<file path="config.mk">
export PLATFORM = sky130hd
export DESIGN_NAME = peripheral_gpin_scan
export DESIGN_NICKNAME = d
export VERILOG_FILES = /design/src/rtl/gpin_scan_pkg.sv /design/src/rtl/gpin_scan_timer.sv /design/src/rtl/peripheral_gpin_scan.sv
export SDC_FILE = /design/constraint.sdc
export NUM_CORES = 1
export LEC_CHECK = 0
export BUFFER_PORTS_ARGS = -buffer_cell sky130_fd_sc_hd__buf_2
export CORE_ASPECT_RATIO = 1.4
export CORE_UTILIZATION = 50
export CTS_BUF_LIST = sky130_fd_sc_hd__clkbuf_4 sky130_fd_sc_hd__clkbuf_8
export DETAILED_ROUTE_END_ITERATION = 12
export GPL_ROUTABILITY_DRIVEN = 0
export HOLD_SLACK_MARGIN = 0.05
export PLACE_DENSITY = 0.67
export SYNTH_ARGS = -nofsm -noshare
export SYNTH_HDL_FRONTEND = slang
export SYNTH_HIERARCHICAL = 1
export SYNTH_SLANG_ARGS = --single-unit
export TNS_END_PERCENT = 10
</file>
<file path="constraint.sdc">
create_clock -name clk -period 4.3 [get_ports clk]
set_clock_uncertainty 0.2 [all_clocks]
set_input_delay 0.215 -clock clk [delete_from_list [all_inputs] [get_ports clk]]
set_output_delay 0.215 -clock clk [all_outputs]
set_load 0.02 [all_outputs]
</file>
<file path="src/rtl/gpin_scan_pkg.sv">
// Shared definitions for the general-purpose input scanner.
// Holds the register index map, the FSM state encoding and the CTRL
// register layout used by peripheral_gpin_scan.
package gpin_scan_pkg;

  // Register indices (4 LSBs of the J1 I/O address)
  localparam logic [3:0] ADDR_CTRL    = 4'h0;
  localparam logic [3:0] ADDR_PERIOD  = 4'h1;
  localparam logic [3:0] ADDR_STATUS  = 4'h2;
  localparam logic [3:0] ADDR_CHANGED = 4'h3;
  localparam logic [3:0] ADDR_SNAP0   = 4'h4;
  localparam logic [3:0] ADDR_SNAP1   = 4'h5;
  localparam logic [3:0] ADDR_SNAP2   = 4'h6;
  localparam logic [3:0] ADDR_SNAP3   = 4'h7;

  // Scan FSM encoding
  localparam logic [2:0] ST_IDLE   = 3'd0;
  localparam logic [2:0] ST_WAIT   = 3'd1;
  localparam logic [2:0] ST_S0     = 3'd2;
  localparam logic [2:0] ST_S1     = 3'd3;
  localparam logic [2:0] ST_S2     = 3'd4;
  localparam logic [2:0] ST_S3     = 3'd5;
  localparam logic [2:0] ST_COMMIT = 3'd6;

  // CTRL register bits
  typedef struct packed {
    logic irq_en;
    logic enable;
  } ctrl_t;

  // busy covers the capture states and COMMIT
  function automatic logic state_busy(input logic [2:0] st);
    return (st == ST_S0) || (st == ST_S1) || (st == ST_S2) ||
           (st == ST_S3) || (st == ST_COMMIT);
  endfunction

endpackage

</file>
<file path="src/rtl/gpin_scan_timer.sv">
// Scan-interval countdown.
// Ports:
//   clk, rst  - clock, synchronous active-high reset (count -> 0)
//   load      - load load_val (has priority over dec)
//   load_val  - reload value
//   dec       - decrement by one (saturates at 0)
//   zero      - count is 0
module gpin_scan_timer #(
  parameter int PERIOD_W = 16
) (
  input  logic                clk,
  input  logic                rst,
  input  logic                load,
  input  logic [PERIOD_W-1:0] load_val,
  input  logic                dec,
  output logic                zero
);

  logic [PERIOD_W-1:0] count;

  always_ff @(posedge clk) begin
    if (rst)                      count <= '0;
    else if (load)                count <= load_val;
    else if (dec && count != '0)  count <= count - PERIOD_W'(1);
  end

  assign zero = (count == '0);

endmodule

</file>
<file path="src/rtl/peripheral_gpin_scan.sv">
// Periodic snapshot scanner for four 16-bit input channels on the J1 I/O bus.
// Every PERIOD+5 cycles the channels are captured one per cycle into shadow
// registers, then committed to SNAP0..3 together; channels that differ from
// the previous snapshot are flagged in CHANGED and raise irq (if enabled).
// Ports:
//   clk, rst          - clock, synchronous active-high reset
//   cs, addr, rd, wr  - register access (write on cs&&wr, read on cs&&rd)
//   d_in / d_out      - write data / registered read data (0 when not read)
//   gp_in0..gp_in3    - external input channels
//   irq               - registered level interrupt (irq_en && chg)
module peripheral_gpin_scan
  import gpin_scan_pkg::*;
#(
  parameter int PERIOD_W = 16  // 8..16
) (
  input  logic        clk,
  input  logic        rst,
  input  logic        cs,
  input  logic [3:0]  addr,
  input  logic        rd,
  input  logic        wr,
  input  logic [15:0] d_in,
  output logic [15:0] d_out,
  input  logic [15:0] gp_in0,
  input  logic [15:0] gp_in1,
  input  logic [15:0] gp_in2,
  input  logic [15:0] gp_in3,
  output logic        irq
);

  ctrl_t               ctrl;
  logic [PERIOD_W-1:0] period;
  logic [3:0]          changed;
  logic [3:0][15:0]    shadow;
  logic [3:0][15:0]    snap;
  logic [2:0]          state, state_nx;
  logic                prime;  // next COMMIT is the priming scan

  logic                wr_en, rd_en, chg, busy;
  logic                tmr_load, tmr_dec, tmr_zero;
  logic [PERIOD_W-1:0] reload_val;
  logic [3:0]          hw_set, clr;
  logic [15:0]         rd_data;

  assign wr_en = cs && wr;
  assign rd_en = cs && rd;
  assign chg   = |changed;
  assign busy  = state_busy(state);

  // PERIOD=0 behaves like PERIOD=1
  assign reload_val = (period == '0) ? '0 : period - PERIOD_W'(1);

  gpin_scan_timer #(.PERIOD_W(PERIOD_W)) u_timer (
    .clk      (clk),
    .rst      (rst),
    .load     (tmr_load),
    .load_val (reload_val),
    .dec      (tmr_dec),
    .zero     (tmr_zero)
  );

  // Next-state / timer control
  always_comb begin
    state_nx = state;
    tmr_load = 1'b0;
    tmr_dec  = 1'b0;
    case (state)
      ST_IDLE: if (ctrl.enable) begin
        state_nx = ST_WAIT;
        tmr_load = 1'b1;
      end
      ST_WAIT: begin
        if (!ctrl.enable)  state_nx = ST_IDLE;
        else if (tmr_zero) state_nx = ST_S0;
        else               tmr_dec  = 1'b1;
      end
      ST_S0: state_nx = ST_S1;
      ST_S1: state_nx = ST_S2;
      ST_S2: state_nx = ST_S3;
      ST_S3: state_nx = ST_COMMIT;
      ST_COMMIT: begin
        if (ctrl.enable) begin
          state_nx = ST_WAIT;
          tmr_load = 1'b1;
        end else begin
          state_nx = ST_IDLE;
        end
      end
      default: state_nx = ST_IDLE;
    endcase
  end

  // Change detection and W1C clears. Clearing chg in STATUS clears every
  // CHANGED bit so chg stays the OR of CHANGED. Sets are OR-ed in after the
  // clear so a coincident hardware set survives.
  always_comb begin
    hw_set = '0;
    if (state == ST_COMMIT && !prime)
      for (int n = 0; n < 4; n++) hw_set[n] = (shadow[n] != snap[n]);
    clr = '0;
    if (wr_en && addr == ADDR_CHANGED)          clr = d_in[3:0];
    if (wr_en && addr == ADDR_STATUS && d_in[1]) clr = 4'hF;
  end

  always_comb begin
    rd_data = '0;
    case (addr)
      ADDR_CTRL:    rd_data[1:0] = {ctrl.irq_en, ctrl.enable};
      ADDR_PERIOD:  rd_data[PERIOD_W-1:0] = period;
      ADDR_STATUS:  rd_data[1:0] = {chg, busy};
      ADDR_CHANGED: rd_data[3:0] = changed;
      ADDR_SNAP0, ADDR_SNAP1, ADDR_SNAP2, ADDR_SNAP3:
                    rd_data = snap[addr[1:0]];
      default:      rd_data = '0;
    endcase
  end

  always_ff @(posedge clk) begin
    if (rst) begin
      state   <= ST_IDLE;
      ctrl    <= '0;
      period  <= '0;
      changed <= '0;
      shadow  <= '0;
      snap    <= '0;
      prime   <= 1'b0;
      irq     <= 1'b0;
      d_out   <= '0;
    end else begin
      state <= state_nx;
      if (wr_en && addr == ADDR_CTRL)   ctrl   <= ctrl_t'(d_in[1:0]);
      // the running count is untouched; new PERIOD applies at next reload
      if (wr_en && addr == ADDR_PERIOD) period <= d_in[PERIOD_W-1:0];
      changed <= (changed & ~clr) | hw_set;
      case (state)
        ST_S0: shadow[0] <= gp_in0;
        ST_S1: shadow[1] <= gp_in1;
        ST_S2: shadow[2] <= gp_in2;
        ST_S3: shadow[3] <= gp_in3;
        default: ;
      endcase
      if (state == ST_COMMIT) snap <= shadow;
      if (state == ST_IDLE && ctrl.enable) prime <= 1'b1;
      else if (state == ST_COMMIT)         prime <= 1'b0;
      irq   <= ctrl.irq_en && chg;
      d_out <= rd_en ? rd_data : '0;
    end
  end

endmodule

</file>
== Word-level counts from Yosys, hierarchy flattened ==
Cells that the tools add are included.

* Register bits after elaboration: 187
* Bits of input ports: 89
* Output and inout bits: 17
* Word-level logic and storage cells: 94

* Add/subtract/negate cells: 2
* $lt $le $gt $ge: 1
* Equal/unequal tests: 19
* Multiplexer cells: 23
* Bitwise operators: 4
* Reductions and logical operators: 28

{| class="wikitable"
|+ Operator list
! kind !! count
|-
| $mux 16 || 4
|-
| $ne 16x16->1 || 4
|-
| $bmux 16 s2 || 1
|-
| $logic_not 16->1 || 2
|-
| $sub 16x1->16 const B || 2
|-
| $pmux 12 s2 || 1
|-
| $pmux 3 s7 || 1
|-
| $eq 4x3->1 const B || 4
|-
| $reduce_bool 16->1 || 1
|-
| $mux 4 || 3
|-
| $logic_and 1x1->1 || 11
|-
| $pmux 2 s5 || 1
|-
| $eq 3x3->1 const B || 3
|-
| $mux 3 || 3
|-
| $eq 4x2->1 const B || 2
|-
| $mux 1 || 8
|-
| $reduce_or 4->1 || 2
|-
| $eq 3x2->1 const B || 2
|-
| $pmux 2 s3 || 1
|-
| $and 4x4->4 || 1
|-
| $eq 4x1->1 const B || 1
|-
| $logic_not 4->1 || 1
|-
| $logic_or 1x1->1 || 4
|-
| $not 4->4 || 1
|-
| other kinds (11) || 13
|}

== Logic depth before layout (Yosys ltp) ==
Gate-level depths: netlist (run 1).

* Depth in word-level cells: 7
* Gate-level depth with buffers: 12
* Mapped depth without buffers: 11

== Hierarchy ==
The synthesis (run 1) kept the hierarchy.

{| class="wikitable"
|+ Modules (own cells, without submodules)
! module !! instances !! cells each !! area an instance (um^2) !! seq. area each (um^2)
|-
| peripheral_gpin_scan || 1 || 933 || 7646.1 || 3423.3
|-
| gpin_scan_timer || 1 || 114 || 944.7 || 320.3
|}

== Least setup slack after synthesis (run 1) ==
No wires, ideal clock.

* Path kind: register to register
* Start: reg u_timer.count[0]
* End: reg u_timer.count[4]
* Setup time: 0.091 ns
* Data arrival time: 3.026 ns
* Data required time: 4.009 ns
* Path slack: 0.983 ns
* Stages on the path, launching flop included: 11
* Path buffers: 1
* Period minus slack after synthesis: 3.317 ns
* Cell sequence: dfxtp_1 inv_1 ha_1 nor3b_1 and4bb_2 buf_6 nand2b_1 nor4b_1 or4bb_1 or3_2 a311oi_1

* Cells in the longest elaborated chain, start to end: 6
* Elaborated cells on any way between the ends: 10
* Those cells by class: add/sub: 1; mux: 5; reduce/logical: 4

{| class="wikitable"
|+ RTL lines
! item !! RTL line !! text
|-
| start: declaration || gpin_scan_timer.sv:19 || <nowiki>logic [PERIOD_W-1:0] count;</nowiki>
|-
| start signal: assignment || gpin_scan_timer.sv:23 || <nowiki>else if (load) count <= load_val;</nowiki>
|-
| start signal: assignment || gpin_scan_timer.sv:24 || <nowiki>else if (dec && count != '0) count <= count - PERIOD_W'(1);</nowiki>
|-
| $logic_not 16->1 || gpin_scan_timer.sv:27 || <nowiki>assign zero = (count == '0);</nowiki>
|-
| named net tmr_zero || peripheral_gpin_scan.sv:40 || <nowiki>logic tmr_load, tmr_dec, tmr_zero;</nowiki>
|-
| $mux 1 || peripheral_gpin_scan.sv:74 || <nowiki>else if (tmr_zero) state_nx = ST_S0;</nowiki>
|-
| $mux 1 || peripheral_gpin_scan.sv:73 || <nowiki>if (!ctrl.enable) state_nx = ST_IDLE;</nowiki>
|-
| $mux 1 || peripheral_gpin_scan.sv:67 || <nowiki>case (state)</nowiki>
|-
| named net tmr_dec || peripheral_gpin_scan.sv:40 ||
|-
| $logic_and 1x1->1 || gpin_scan_timer.sv:24 ||
|-
| $reduce_bool 2->1 (no source line) || - ||
|}

The timed path passes the listed nets, and every way through them passes these cells. The select of a mux whose other input is x is not followed.
A chain may end at the register's enable or synchronous reset.

== Worst setup path after layout (run 1) ==
Ends and elaborated chain as after synthesis.

==> results of run 1 <==
## what timing repair did
item,in CTS,in global routing
gates resized for setup,0,0
hold buffers,84,0
endpoints found under the hold margin,90,0
## metal layers
layer	vias to the layer above	track usage, %	part of all wire (%)
met3	49	4.85	4.0
met4	0	13.2	4.0
met2	194	49.0	52
met5	-	0	0
met1	3606	31.0	40
li1	3844	-	-
## kinds of logic after synthesis
family | Yosys count
AO/OA/AOI/OAI | 207
XOR/XNOR | 84
adder cells (fa/ha/maj) | 3
buffers and inverters | 77
flip-flops | 187
multiplexers | 22
AND/OR/NAND/NOR | 467
## layout by cell type (no fill, tap or decap), types with 3 or more instances in the layout
cell type      count
nand3_1            6
clkinv_2           3
dlygate4sd3_1     84
mux2_2             3
o21bai_1           4
a22oi_1           14
mux4_2            16
nor3_1            12
o32ai_1            3
a311oi_1           3
mux2i_1            3
clkinvlp_4         3
buf_4              8
nor3b_1            3
nand2b_1           4
nor4_1            11
xnor2_1           75
nor2b_1            9
inv_1              8
xor2_1             9
nand3b_1           5
nand2_1          307
nand4_1           22
clkbuf_8          21
nor2_1            58
buf_2            104
a21oi_1          157
or3_2              3
a211oi_1           9
ha_1               3
dfxtp_1          187
o21ai_0            7
## per-stage QoR
step	cell area (sq um)	worst slack, ns
6_report	10300	1.09
5_1_grt	10300	0.879
4_1_cts	10300	1.12
3_5_place_dp	9080	1.13
3_3_place_gp	9080	1.21
2_1_floorplan	8590	0.983
## power by group
part	internal, mW	leakage, nW	switching (mW)
Sequential	1.73	1.51	0.00463
Combinational	0.108	1.93	0.103
Clock	0.475	0.185	0.626
Total	2.32	3.63	0.734
## cell type report
cell class	count	area, sq um	share of cell area, %
multi-input cells	783	4470	43.4
flip-flops and latches	187	3740	36.4
repair buffers	196	1420	13.8
clock buffers	23	304	2.96
well taps	203	254	2.47
clock inverters	9	63.8	0.620
inverters	9	33.8	0.328
## state kept, by name, indices dropped and copies added (netlist names)
name	cells
irq	1
shadow	64
snap	64
period	16
u_timer/count	16
state	3
changed	4
prime	1
ctrl	2
d_out	16
## worst register-to-register path: stages, from the launching register on
cell	delay, ns
dfxtp_1	0.38
inv_1	0.06
ha_1	0.24
nor3b_1	0.15
and4bb_2	0.34
nand2b_1	0.20
nor4b_1	0.27
buf_4	0.20
or4bb_1	0.42
or3_2	0.42
a311oi_1	0.24
## worst paths after layout
| path | to | startpoint | cells after the start | slack, ns |
|---|---|---|---|---|
| max | u_timer/count[4]$_SDFFE_PP0P_ | u_timer/count[0]$_SDFFE_PP0P_ | 10 | 1.09 |
| min | ctrl[1]$_SDFFE_PP0P_ | rst | 2 | 0.09 |
| min reg2reg | prime$_SDFFE_PP0P_ | prime$_SDFFE_PP0P_ | 2 | 0.29 |
| max reg2reg | u_timer/count[4]$_SDFFE_PP0P_ | u_timer/count[0]$_SDFFE_PP0P_ | 10 | 1.09 |
==> results.cfg, run 1 <==
[yosys]
synth_mux_area_share_pct = 4.94
synth_ff_type = dfxtp_1
synth_area_leader_cell = dfxtp_1
postSynth.asyncResetShare_pct = 0
synth_top_area_share_pct = 43.6
synth_compound_area_share_pct = 13.5
synth-xor-area-share_pct = 8.56
syn_avg_cell_area_sq_um = 8.21
synthAdderAreaFrac_pct = 0.437
synth_cell_type_count = 60
synth-edff-count = 0
yosys.area_share.simple_pct = 24.6
synth_nets = 1139
ys_seq_elements = 187
syn_inst = 1047
synth_commonest_cells = nand2_1 (307), dfxtp_1 (187), a21oi_1 (157)
ys_seq_area_share_pct = 43.6
ys_top_cells_by_area = dfxtp_1 (44%), nand2_1 (13%), a21oi_1 (9.1%)
synth_top_family_by_area = simple AND/OR/NAND/NOR gates
synth.most_common_cell = nand2_1
syn-cell-area_sq_um = 8590
yosysWarnings = 6

[run_status]
outcome = finished clean

[sta]
max_freq_ghz = 0.312
fin_crit_sh_pct = 74.5
rsz0062_at_grt = no
finalSetupViolations = 0
tns_ns = 0
period_minus_slack_ns = 3.21
maxSlewHeadroom_pct = 20.2
holdWs_ns = 0.0950
worst_pin_slew_ns = 1.19
finalHoldViolations = 0
slew_violations = 0

[place]
placed_cells = 1294
dpl.hpwl_mm = 16.0
io_buffers = 105

[global_route]
grt.overflow.total = 0
antenna_found_initial = 0
grtUsageTotal_pct = 27.2
grt_max_degree = 109
grt_pass1_wl_mm = 36.7
grt_pass1_vias = 7110

[clock_network]
cts_buffer_depth = 2
clock-sinks = 187
cts_made_buffers = 17
cts-root-buf = clkbuf_8
clk_pin_slew_worst_paths_ns = 0.09
cts_tree = built
postCtsSetupBuffers = 0
cts.htree.levels = 4
worstSkewPairLatency_ns = 0.47

[worst_setup_path]
cp-start-kind = flip-flop
required_ns = 4.48
critPathBufInv = 2
cp.arrival_ns = 3.38
path_delay_family = simple AND/OR/NAND/NOR gates
cp_max_fo = 14
cp-end-kind = flip-flop
max_stage_delay_ns = 0.42
crit_type = reg2reg
crit_path_top_delay_cell = or4bb_1
cp_cell_sequence = inv_1 > ha_1 > nor3b_1 > and4bb_2 > nand2b_1 > nor4b_1 > buf_4 > or4bb_1 > or3_2 > a311oi_1

[drt]
postRouteAntennaNets = 0
drt_first_iter_violations = 584
via_per_inst = 5.46
drc = 0
drt-wirelength-per-cell_microns = 16.5
first_pass_iters = 6
num_vias = 7693
wl_mm = 23.3

[pwr]
p_leak_nw = 3.63
p_total_mw = 3.05
peakVddDrop_v = 0.000178
p_per_area_nw_per_um2 = 297

[cells_and_area]
drive_gt1_share_pct = 14.9
post-route-util_pct = 61.2
fin_nets = 1286
area_growth_pct = 19.8
diodes = 0
finalNonFillerCells = 1410
fillers = 1490

[flow_run]
drv_cap = 0

[die]
boundaryPins = 106
core-area_sq_um = 16800
start_util_pct = 51.1
die_h_microns = 157
fp-row-count = 56
die-area_sq_um = 17700
fp.dieW_microns = 113

[min_path]
hold_path_class = in2reg
Power figures use the tool's default switching activity.
==> run 2, diff against run 1 <==
- clock period: 4.3 -> 3.2 ns (I/O delays scaled with it)
==> run 2 against run 1 <==
Compared with the run above:
- register-to-register slack worse by 0.82 ns
- largest cell class unchanged
- global-route usage is 0.44 points higher
- critical path type unchanged
- hold slack better by 0.074 ns
- utilization is 1.5 points higher
- highest routed layer unchanged
- sequential power is 34% higher
- sequential share of layout area is 0.87 points lower
==> results.cfg, run 2 (synthesized netlist as in run 1, its figures left out) <==
[pwr]
p_per_area_nw_per_um2 = 409
pwr-share-comb_pct = 6.8
power.internal_mw = 3.23
p_clk_share_pct = 39.0
peakVddDrop_v = 0.000292
power.switching_mw = 1.08
pwr-share-seq_pct = 54.2
p_leak_nw = 3.74
switching_share_pct = 25.0

[drt]
wl_mm = 23.7
drt_first_iter_violations = 581
drc = 0
drt-wirelength-per-cell_microns = 16.6
via_per_inst = 5.44
postRouteAntennaNets = 0
first_pass_iters = 6
num_vias = 7778

[worst_setup_path]
crit_path_top_delay_cell = or4bb_1
path_delay_family = simple AND/OR/NAND/NOR gates
cp.arrival_ns = 3.11
cp_max_fo = 5
required_ns = 3.39
max_stage_delay_ns = 0.46
cp_cell_sequence = inv_1 > ha_1 > nor3b_1 > and4bb_2 > nand2b_1 > nor4b_2 > or4bb_1 > or3_2 > a311oi_1
cp-end-kind = flip-flop
cp-start-kind = flip-flop
crit_type = reg2reg
critPathBufInv = 1

[min_path]
hold_path_class = in2reg

[clock_network]
cts_hold_buffers = 94
cts_resized = 0
clock-sinks = 187
cts_tree = built
cts.htree.levels = 4
cts_buffer_depth = 2
cts_made_buffers = 17
cts-root-buf = clkbuf_8
worstSkewPairLatency_ns = 0.48
clk_pin_slew_worst_paths_ns = 0.10
postCtsSetupBuffers = 0

[die]
fp.dieW_microns = 113
core-area_sq_um = 16800
boundaryPins = 106
fp-row-count = 56
die_h_microns = 157
die-area_sq_um = 17700
start_util_pct = 51.1

[sta]
tns_ns = 0
slew_violations = 0
worst_pin_slew_ns = 0.922
rsz0062_at_grt = no
finalSetupViolations = 0
finalHoldViolations = 0
period_minus_slack_ns = 2.92
max_freq_ghz = 0.342
maxSlewHeadroom_pct = 38.5
fin_crit_sh_pct = 91.3

[cells_and_area]
finalNonFillerCells = 1430
final_cell_mix = nand2_1 (307), dfxtp_1 (187), a21oi_1 (157)
final_common_cell = nand2_1
diodes = 0
reg_top3 = shadow x64, snap x64
fin_nets = 1306
drive_gt1_share_pct = 15.6
area_growth_pct = 22.7

[global_route]
grt.overflow.total = 0
grt_pass1_vias = 7285
grtUsageTotal_pct = 27.6
grt_max_degree = 89
antenna_found_initial = 0
grt_pass1_wl_mm = 37.5

[place]
dpl.hpwl_mm = 16.3
placed_cells = 1304
io_buffers = 105

[run_status]
outcome = finished clean

[flow_run]
drv_cap = 0
[run 2: cell count changes in the layout (fill, tap and decap cells not counted), sizes merged]
cell / before / now
bufinv: 0 / 2
clkbuf: 23 / 18
clkinv: 6 / 3
buf: 112 / 122
dlygate4sd3: 84 / 94
clkinvlp: 3 / 2
inv: 9 / 16
[run 2: area by class of cell]
| type | instances | area [sq um] |
|---|---|---|
| clock buffer | 18 | 248 |
| clock inverter | 14 | 178 |
| fill | 1495 | 6280 |
| inverter | 9 | 33.8 |
| multi-input combinational | 783 | 4470 |
| sequential | 187 | 3740 |
| tap | 203 | 254 |
| timing repair buffer | 216 | 1610 |
[run 2: tightest hold or removal path, cell delays in order]
cell	delay, ns
buf_2	0.32
or4bb_1	0.27
o21ai_1	0.05
[run 2: path summary, 6_finish.rpt]
kind	slack, ns	start	end	depth (start not counted)
setup / recovery	0.28	u_timer/count[0]$_SDFFE_PP0P_	u_timer/count[4]$_SDFFE_PP0P_	9
setup reg to reg	0.28	u_timer/count[0]$_SDFFE_PP0P_	u_timer/count[4]$_SDFFE_PP0P_	9
hold reg to reg	0.28	prime$_SDFFE_PP0P_	prime$_SDFFE_PP0P_	2
hold / removal	0.17	addr[1]	d_out[0]$_SDFF_PP0_	3
[run 2: stage by stage]
| step | area (sq um) | hold WS [ns] | util, % | setup WS, ns | power, mW |
|---|---|---|---|---|---|
| after floorplan | 8600 | 0.0385 | - | 0.112 | 2.51 |
| after global placement | 9170 | 0.199 | 54.6 | 0.374 | 2.60 |
| after detailed placement | 9170 | 0.205 | 54.6 | 0.296 | 2.60 |
| after CTS | 10500 | 0.127 | 62.7 | 0.278 | 4.34 |
| after global routing | 10500 | 0.164 | 62.7 | 0.0424 | 4.46 |
| final | 10500 | 0.169 | 62.7 | 0.279 | 4.31 |
[run 2: per-layer routing]
metal | track usage [%] | part of all wire [%] | wire length (microns)
met5 | 0 | 0 | 0
met4 | 9.08 | 2.5 | 586
met3 | 5.01 | 4.2 | 988
met2 | 51.1 | 53 | 12500
met1 | 32.0 | 41 | 9660
[run 2: power by group through the flow]
stage	clock network (mW)	logic, mW	registers (mW)
finish	1.68	0.294	2.34
global route	1.81	0.318	2.34
CTS	1.71	0.291	2.34
detailed placement	0	0.210	2.39
global placement	0	0.210	2.39
floorplan	0	0.126	2.39
==> run 3, diff against run 2 <==
- SYNTH_HIERARCHICAL: 1 -> unset
==> run 3 against run 2 <==
Compared with the run above:
- cell area fell by 0.59%
- die area fell by 0.19%
- hold slack got worse by 0.051 ns
- maximum frequency rose by 20%
- utilization fell by 0.11 points
- critical path type is now in2reg
==> results.cfg, run 3 <==
[sta]
maxSlewHeadroom_pct = 43.2
rsz0062_at_grt = no
finalHoldViolations = 0
worst_pin_slew_ns = 0.844
slew_violations = 0
period_minus_slack_ns = 2.43
fin_crit_sh_pct = 76.1
finalSetupViolations = 0
max_freq_ghz = 0.411
tns_ns = 0
finalWorstSetupSlack_ns = 0.766

[cells_and_area]
final_common_cell = nand2_1
fillers = 1480
final_cell_mix = nand2_1 (308), dfxtp_1 (187), a21oi_1 (158)
post-route-util_pct = 62.6
diodes = 0
drive_gt1_share_pct = 14.7
finalNonFillerCells = 1422
reg_top3 = shadow x64, snap x64
fin_nets = 1299
area_growth_pct = 22.2

[worst_setup_path]
reg2reg_from = u_timer.count[0]$_SDFFE_PP0P_
cp-start-kind = input port
cp.arrival_ns = 2.67
cp-end-kind = flip-flop
crit_type = in2reg
required_ns = 3.43
reg2regPathDepth = 6
cp_max_fo = 16
worstReg2RegEnd = u_timer.count[7]$_SDFFE_PP0P_
reg2reg_slack_ns = 0.81

[yosys]
synth.most_common_cell = nand2_1
synth_nets = 1146
synthAdderAreaFrac_pct = 0.584
syn_avg_cell_area_sq_um = 8.14
syn-cell-area_sq_um = 8570
ys_top_cells_by_area = dfxtp_1 (44%), nand2_1 (13%), a21oi_1 (9.2%)
synth_top_area_share_pct = 43.7
syn_inst = 1053
synth-edff-count = 0
synth_area_leader_cell = dfxtp_1
synth_top_family_by_area = simple AND/OR/NAND/NOR gates
synth-xor-area-share_pct = 8.27
ys_seq_area_share_pct = 43.7
postSynth.asyncResetShare_pct = 0
synth_commonest_cells = nand2_1 (308), dfxtp_1 (187), a21oi_1 (158)
ys_seq_elements = 187
synth_compound_area_share_pct = 15.4
yosys.area_share.simple_pct = 23.7
synth_cell_type_count = 66
synth_mux_area_share_pct = 4.70
yosysWarnings = 0
synth_ff_type = dfxtp_1

[pwr]
peakVddDrop_v = 0.000255
p_leak_nw = 4.24
p_total_mw = 4.23
p_per_area_nw_per_um2 = 404

[min_path]
min_from = addr[1]
hold_path_class = in2reg
hold_depth = 4
hold_end = changed[1]$_SDFF_PP0_

[clock_network]
cts_made_buffers = 17
worstSkewPairLatency_ns = 0.48
clk_pin_slew_worst_paths_ns = 0.09
cts_buffer_depth = 2
cts-root-buf = clkbuf_8
clock-sinks = 187
cts.htree.levels = 4
postCtsSetupBuffers = 0
cts_tree = built

[drt]
drt_first_iter_violations = 520
drt-wirelength-per-cell_microns = 16.8
wl_mm = 23.9
via_per_inst = 5.53
drc = 0
num_vias = 7867
postRouteAntennaNets = 0
first_pass_iters = 5

[place]
io_buffers = 105
dpl.hpwl_mm = 16.4
dp_slack_ns = 0.867
placed_cells = 1302

[die]
boundaryPins = 106
start_util_pct = 51.2
die_h_microns = 157
fp.dieW_microns = 113
fp-row-count = 56
core-area_sq_um = 16700
die-area_sq_um = 17700

[global_route]
grtUsageTotal_pct = 27.9
grt.overflow.total = 0
grt_max_degree = 160
grt_pass1_vias = 7344
antenna_found_initial = 0
grt_pass1_wl_mm = 37.8

[run_status]
outcome = finished clean

[flow_run]
drv_cap = 0
==> run 3: critical path: stages <==
cell	delay, ns
dlygate4sd3_1	0.54
buf_4	0.15
inv_1	0.36
nand3_1	0.57
nor3_1	0.31
dlygate4sd3_1	0.57
==> run 3: how the worst max path moves through the flow <==
stage                             startpoint                       endpoint  cells after the start
2_1_floorplan  u_timer.count[0]$_SDFFE_PP0P_  u_timer.count[5]$_SDFFE_PP0P_                      7
3_3_place_gp   u_timer.count[0]$_SDFFE_PP0P_  u_timer.count[7]$_SDFFE_PP0P_                      6
3_5_place_dp                         addr[0]        period[14]$_SDFFE_PP0P_                      6
4_1_cts                                  rst            d_out[2]$_SDFF_PP0_                      6
5_1_grt                                  rst            d_out[2]$_SDFF_PP0_                      6
6_report                                 rst            d_out[2]$_SDFF_PP0_                      6
==> run 3: area by class of cell <==
cell class,count,area [sq um],share of cell area [%]
sequential,187,3740,35.7
multi-input combinational,788,4520,43.2
timing repair buffer,205,1510,14.4
clock inverter,11,135,1.29
tap,203,254,2.42
inverter,7,26.3,0.251
clock buffer,21,283,2.70
==> run 3: metal layers <==
metal	GRT usage, %	wire length (microns)	vias to the layer above
met2	48.3	12000	222
li1	-	-	3926
met4	16.6	1160	0
met3	5.01	985	78
met1	32.0	9750	3641
met5	0	0	-
==> run 3: power by group <==
| part | switching (mW) | internal, mW | leakage [nW] |
|---|---|---|---|
| clock | 0.862 | 0.775 | 0.208 |
| combinational | 0.118 | 0.143 | 2.53 |
| sequential | 0.00573 | 2.33 | 1.51 |
| total | 0.986 | 3.25 | 4.24 |
==> run 3: cells by family after synthesis <==
| family | after synthesis |
|---|---|
| compound gates | 232 |
| buf+inv | 78 |
| flops | 187 |
| xor+xnor | 81 |
| mux | 20 |
| simple gates | 451 |
| fa+ha+maj | 4 |
==> run 3: repair_timing <==
| action | 4_1_cts | 5_1_grt |
|---|---|---|
| setup endpoints to repair | 0 | 0 |
| hold buffers | 88 | 0 |
| gates resized for setup | 0 | 0 |
| endpoints found under the hold margin | 95 | 0 |
==> run 3: per-stage QoR <==
stage | instance area, sq um | hold slack (ns)
2_1_floorplan | 8570 | 0.0393
3_3_place_gp | 9180 | 0.201
3_5_place_dp | 9180 | 0.206
4_1_cts | 10500 | 0.0996
5_1_grt | 10500 | 0.153
6_report | 10500 | 0.118
